**config.mk**
```make
export PLATFORM = sky130hd
export DESIGN_NAME = mcm_fir3_accum
export DESIGN_NICKNAME = d
export VERILOG_FILES = /design/src/rtl/mcm_fir3_accum.sv
export SDC_FILE = /design/constraint.sdc
export NUM_CORES = 1
export LEC_CHECK = 0
export CAP_MARGIN = 40
export CORE_MARGIN = 10
export CORE_UTILIZATION = 45
export DETAILED_ROUTE_END_ITERATION = 10
export PLACE_DENSITY = 0.68
export SLEW_MARGIN = 20
export SYNTH_ARGS = -nofsm -noshare
export SYNTH_HDL_FRONTEND = slang
export SYNTH_SLANG_ARGS = --single-unit
```
**constraint.sdc**
```tcl
create_clock -name clk -period 2.55 [get_ports clk]
set_input_delay 0.6375 -clock clk [delete_from_list [all_inputs] [get_ports clk]]
set_output_delay 0.6375 -clock clk [all_outputs]
set_load 0.01 [all_outputs]
```
**src/rtl/mcm_fir3_accum.sv**
```systemverilog
// 3-tap FIR combiner for precomputed constant products: out[n] = 13x[n] + 25x[n-1] + 63x[n-2].
// Two-stage adder pipeline behind a valid/ready stream with full backpressure and a saturating sample counter.
module mcm_fir3_accum #(
    parameter int DW = 32,
    parameter int OW = 34,
    parameter int CW = 16
) (
    input  logic          clk,
    input  logic          rst_n,
    input  logic          clear,
    input  logic          in_valid,
    output logic          in_ready,
    input  logic [DW-1:0] prod13,
    input  logic [DW-1:0] prod25,
    input  logic [DW-1:0] prod63,
    output logic          out_valid,
    input  logic          out_ready,
    output logic [OW-1:0] out_data,
    output logic          out_primed,
    output logic [CW-1:0] sample_cnt
);

    localparam int PW = DW + 1;
    localparam int NTAP = 2;

    logic          adv2;
    logic          accept;
    logic          drain;

    logic [DW-1:0] z1_reg;
    logic [DW-1:0] w_reg [NTAP];
    logic [DW-1:0] w_src [NTAP];

    logic [PW-1:0] p1_reg;
    logic [PW-1:0] p1_next;
    logic [DW-1:0] q1_reg;
    logic          v1_reg;

    logic [OW-1:0] out_data_reg;
    logic [OW-1:0] sum_next;
    logic          out_valid_reg;

    logic [CW-1:0] cnt_reg;
    logic [CW-1:0] cnt_next;
    logic          primed_reg;

    // Stage 2 can take a value when it is empty or being emptied this cycle;
    // stage 1 can take a sample when it is empty or draining into stage 2.
    assign adv2     = !out_valid_reg || out_ready;
    assign in_ready = !clear && (!v1_reg || adv2);
    assign accept   = in_valid && in_ready;
    assign drain    = v1_reg && adv2;

    assign p1_next  = PW'(prod13) + PW'(z1_reg);
    assign sum_next = OW'(p1_reg) + OW'(q1_reg);

    // The 63x taps form a two-deep shift chain: w_reg[0] is w1, w_reg[1] is w2.
    generate
        for (genvar gi = 0; gi < NTAP; gi++) begin : g_tap
            if (gi == 0) begin : g_head
                assign w_src[gi] = prod63;
            end else begin : g_link
                assign w_src[gi] = w_reg[gi-1];
            end

            always_ff @(posedge clk or negedge rst_n) begin
                if (!rst_n) begin
                    w_reg[gi] <= '0;
                end else if (clear) begin
                    w_reg[gi] <= '0;
                end else if (accept) begin
                    w_reg[gi] <= w_src[gi];
                end
            end
        end
    endgenerate

    always_ff @(posedge clk or negedge rst_n) begin
        if (!rst_n) begin
            z1_reg <= '0;
        end else if (clear) begin
            z1_reg <= '0;
        end else if (accept) begin
            z1_reg <= prod25;
        end
    end

    // Stage 1 samples the delay line before it shifts, so p1/q1 see x[n-1] and x[n-2].
    always_ff @(posedge clk or negedge rst_n) begin
        if (!rst_n) begin
            p1_reg <= '0;
            q1_reg <= '0;
            v1_reg <= 1'b0;
        end else if (clear) begin
            v1_reg <= 1'b0;
        end else if (accept) begin
            p1_reg <= p1_next;
            q1_reg <= w_reg[NTAP-1];
            v1_reg <= 1'b1;
        end else if (drain) begin
            v1_reg <= 1'b0;
        end
    end

    // On clear the output word is left in place but marked invalid.
    always_ff @(posedge clk or negedge rst_n) begin
        if (!rst_n) begin
            out_data_reg  <= '0;
            out_valid_reg <= 1'b0;
        end else if (clear) begin
            out_valid_reg <= 1'b0;
        end else if (drain) begin
            out_data_reg  <= sum_next;
            out_valid_reg <= 1'b1;
        end else if (out_ready) begin
            out_valid_reg <= 1'b0;
        end
    end

    always_comb begin
        cnt_next = cnt_reg;
        if (accept && (cnt_reg != {CW{1'b1}})) begin
            cnt_next = cnt_reg + 1'b1;
        end
    end

    always_ff @(posedge clk or negedge rst_n) begin
        if (!rst_n) begin
            cnt_reg    <= '0;
            primed_reg <= 1'b0;
        end else if (clear) begin
            cnt_reg    <= '0;
            primed_reg <= 1'b0;
        end else begin
            cnt_reg    <= cnt_next;
            primed_reg <= (cnt_next >= CW'(2));
        end
    end

    assign out_valid  = out_valid_reg;
    assign out_data   = out_data_reg;
    assign out_primed = primed_reg;
    assign sample_cnt = cnt_reg;

endmodule

```
==> flow_metrics.tcl <==
set metrics [dict create \
    overflow 0 \
    cts_buffer_depth 3 \
    syn_area_per_cell_um2 8.63 \
    violations "setup timing" \
    die_h_um 182 \
    async_flop_share_pct 100 \
    drv_slew 0 \
    cap_violations 0 \
    n_antenna_cell 0 \
    place_ws_ns -0.709 \
    hold_viol 0 \
    slowest_delay_ns 0.47 \
    peakVddDrop_mv 0.636 \
    yosysUniqueCellTypes 67 \
    intPower_mw 7.79 \
    synth_flop_cell "dfrtp_1" \
    fin_crit_sh_pct 103 \
    antenna_left 0 \
    dp_cells 1949 \
    core-area_um2 25800 \
    clkPwrFrac_pct 36.6 \
    cp_common_cell "a21oi_2" \
    power.share.combinational_pct 25.8 \
    arrival_ns 3.09 \
    numPortBuffers 153 \
    setup_violations 1 \
    max_freq_ghz 0.381 \
    vias_per_cell 5.31 \
    die_w_um 182 \
    drt_wl_total_um 33100 \
    crit_chain "ha_2 -> buf_6 -> a211oi_4 -> o211ai_1 -> a21oi_2 -> a211oi_2 -> o21bai_2 -> a21oi_2 -> or4_1 -> nand3_1" \
    synth_nets 1530 \
    num-nets-final 1825 \
    synth_seq_area_share_pct 45.6 \
    cts_tree "yes" \
    first_pass_iters 5 \
    grt_util_all_layers_pct 19.2 \
    instances_no_fill 2011 \
    syn_inst 1362 \
    synth_top_cell_by_area "dfrtp_1" \
    p_leak_nw 8.00 \
    pin_count 154 \
    power_mw 11.0 \
    syn_area_um2 11700 \
    core.rowCount 59 \
    cts_root_buf "clkbuf_16" \
    start_kind "flip-flop" \
    finalCriticalPeriod_ns 2.62 \
    hold_path.class "in2async" \
    drt_iter0_markers 651 \
    worst_ep_required_time_ns 3.02 \
    fill_cells 2238 \
    worst_slack_ns -0.0718 \
    synth.top_cell.area_share_pct 45.6 \
    clk_latency_ns 0.53 \
    cp-end-kind "flip-flop" \
    grt_antenna_before_repair 1 \
    area_growth_pct 38.3 \
    p_switching_mw 3.23 \
    pwr-share-seq_pct 37.6 \
    status "complete, but fails checks" \
    dieArea_um2 33000 \
    tightestPinTransition_ns 0.756 \
    synth_area_leaders "dfrtp_1 (46%), nand2_1 (13%), ha_1 (6.9%), nand3_1 (5.4%), o21ai_0 (3.7%)" \
    drc 0 \
    yosys_warnings 0 \
    skew_ns 0.0276 \
    worstPathMaxFanout 3 \
    fin_area_um2 16200 \
    num_vias 10670 \
    dpl_cell_area_um2 14800 \
    synth_edf_count 0 \
    drive_gt1_share_pct 18.0 \
    cts_sinks 214 \
    initial_core_util_pct 45.5 \
    ys_ff_latch 214 \
    worst-setup-path-type "reg2reg" \
    dp_hpwl_um 24200 \
    slowest_stage "or4_1" \
    largest_reg_flops 64 \
    wl_per_cell_um 16.5 \
    first_global_vias 10621 \
    finalWeightedCongestion 0.909 \
    ctsHtreeMaxLevel 1 \
    power_density_nw_per_um2 678 \
    rsz0062_at_grt "true" \
    grt_max_degree 188 \
    swShare_pct 29.3 \
    grt_pass1_wl_um 53800 \
    slew_headroom_pct 49.6 \
    clk_pin_slew_worst_paths_ns 0.06 \
    cts_buffers 25 \
]
what timing repair did:
item / 4_1_cts / 5_1_grt
setup endpoints to repair: 32 / 34
buffers inserted: 3 / 13
hold endpoints to repair: 0 / 0
gates resized for setup: 19 / 69
hold buffers: 0 / 0
pin swaps: 11 / 51
stage by stage:
stage,hold WS [ns],util [%],setup TNS (ns)
2_1_floorplan,0.342,-,-0.00132
3_3_place_gp,0.450,57.4,-14.20
3_5_place_dp,0.459,57.5,-15.83
4_1_cts,0.0670,61.4,0
5_1_grt,0.0847,62.9,-0.756
6_report,0.0779,62.9,-0.0718
cells in the final DEF (no fill, tap or decap), types with 39 or more instances in the layout:
master / n
a21oi_1: 50
buf_4: 169
clkdlybuf4s50_1: 146
dfrtp_1: 214
ha_1: 50
nand2_1: 399
nand3_1: 124
nor2_1: 55
o21ai_0: 69
xor2_1: 39
routing by layer:
layer / vias up / wire, um / share of wire, % / global-route usage (%)
met5: - / 13 / 0.039 / 0
met4: 2 / 774 / 2.3 / 4.75
met3: 45 / 1430 / 4.3 / 3.36
met2: 218 / 15700 / 48 / 31.7
met1: 5092 / 15100 / 46 / 25.6
li1: 5313 / - / - / -
worst max-delay path: cells and delay by family (launching register included):
kind                       cells  cell delay (ns)
and+or+nand+nor                2             0.56
buffers and inverters          1             0.12
DFF                            1             0.44
AOI/OAI and AO/OA              6             1.18
adders and majority gates      1             0.23
final timing paths:
path / start / endpoint / slack [ns] / cells after the start
worst max-delay path: q1_reg[0]$_DFFE_PN0P_ / out_data[31]$_DFFE_PN0P_ / -0.07 / 10
worst min-delay path: rst_n / out_data[6]$_DFFE_PN0P_ / 0.08 / 1
worst min register to register: w_reg[2]$_DFFE_PN0P_ / q1_reg[2]$_DFFE_PN0P_ / 0.46 / 2
min in group clk: w_reg[2]$_DFFE_PN0P_ / q1_reg[2]$_DFFE_PN0P_ / 0.46 / 2
worst max register to register: q1_reg[0]$_DFFE_PN0P_ / out_data[31]$_DFFE_PN0P_ / -0.07 / 10
max in group asynchronous: rst_n / z1_reg[10]$_DFFE_PN0P_ / 1.77 / 2
final cells by class:
type | count | area (um^2) | share of cell area [%]
clock buffer | 31 | 658 | 4.05
clock inverter | 15 | 274 | 1.69
inverter | 12 | 45.0 | 0.277
multi-input combinational | 1072 | 6500 | 40.0
sequential | 214 | 5360 | 33.0
tap | 335 | 419 | 2.58
timing repair buffer | 332 | 2990 | 18.4
power by group through the flow:
stage               clock network, mW  registers (mW)  logic, mW
CTS                              4.11            4.13       2.74
detailed placement                  0            4.19       2.69
global placement                    0            4.17       2.65
finish                           4.03            4.14       2.84
global route                     4.25            4.19       3.15
floorplan                           0            4.15       1.31
cell usage after synthesis, types with 8 or more instances:
library cell	instances
inv_1	11
o21bai_1	12
nor2_1	56
o21ai_0	86
nor3_1	11
a21oi_1	64
nand4_1	11
a211oi_1	11
and2_1	9
a21o_1	33
dfrtp_1	214
nand3_1	127
xor2_1	39
xnor2_1	31
nand2_1	401
clkbuf_1	55
ha_1	65
and3_1	8
cell families (layout without fill, tap and decap cells):
| kind of cell | after synthesis | in the layout | share of synthesized area, % |
|---|---|---|---|
| AOI/OAI and AO/OA | 271 | 271 | 14.6 |
| xor gates and xnor gates | 70 | 70 | 5.22 |
| adders and majority gates | 67 | 67 | 7.26 |
| buffers and inverters | 76 | 390 | 2.50 |
| DFF | 214 | 214 | 45.6 |
| muxes | 8 | 8 | 0.703 |
| and+or+nand+nor | 656 | 656 | 24.1 |
No activity file was read; power rests on OpenSTA's default activity.
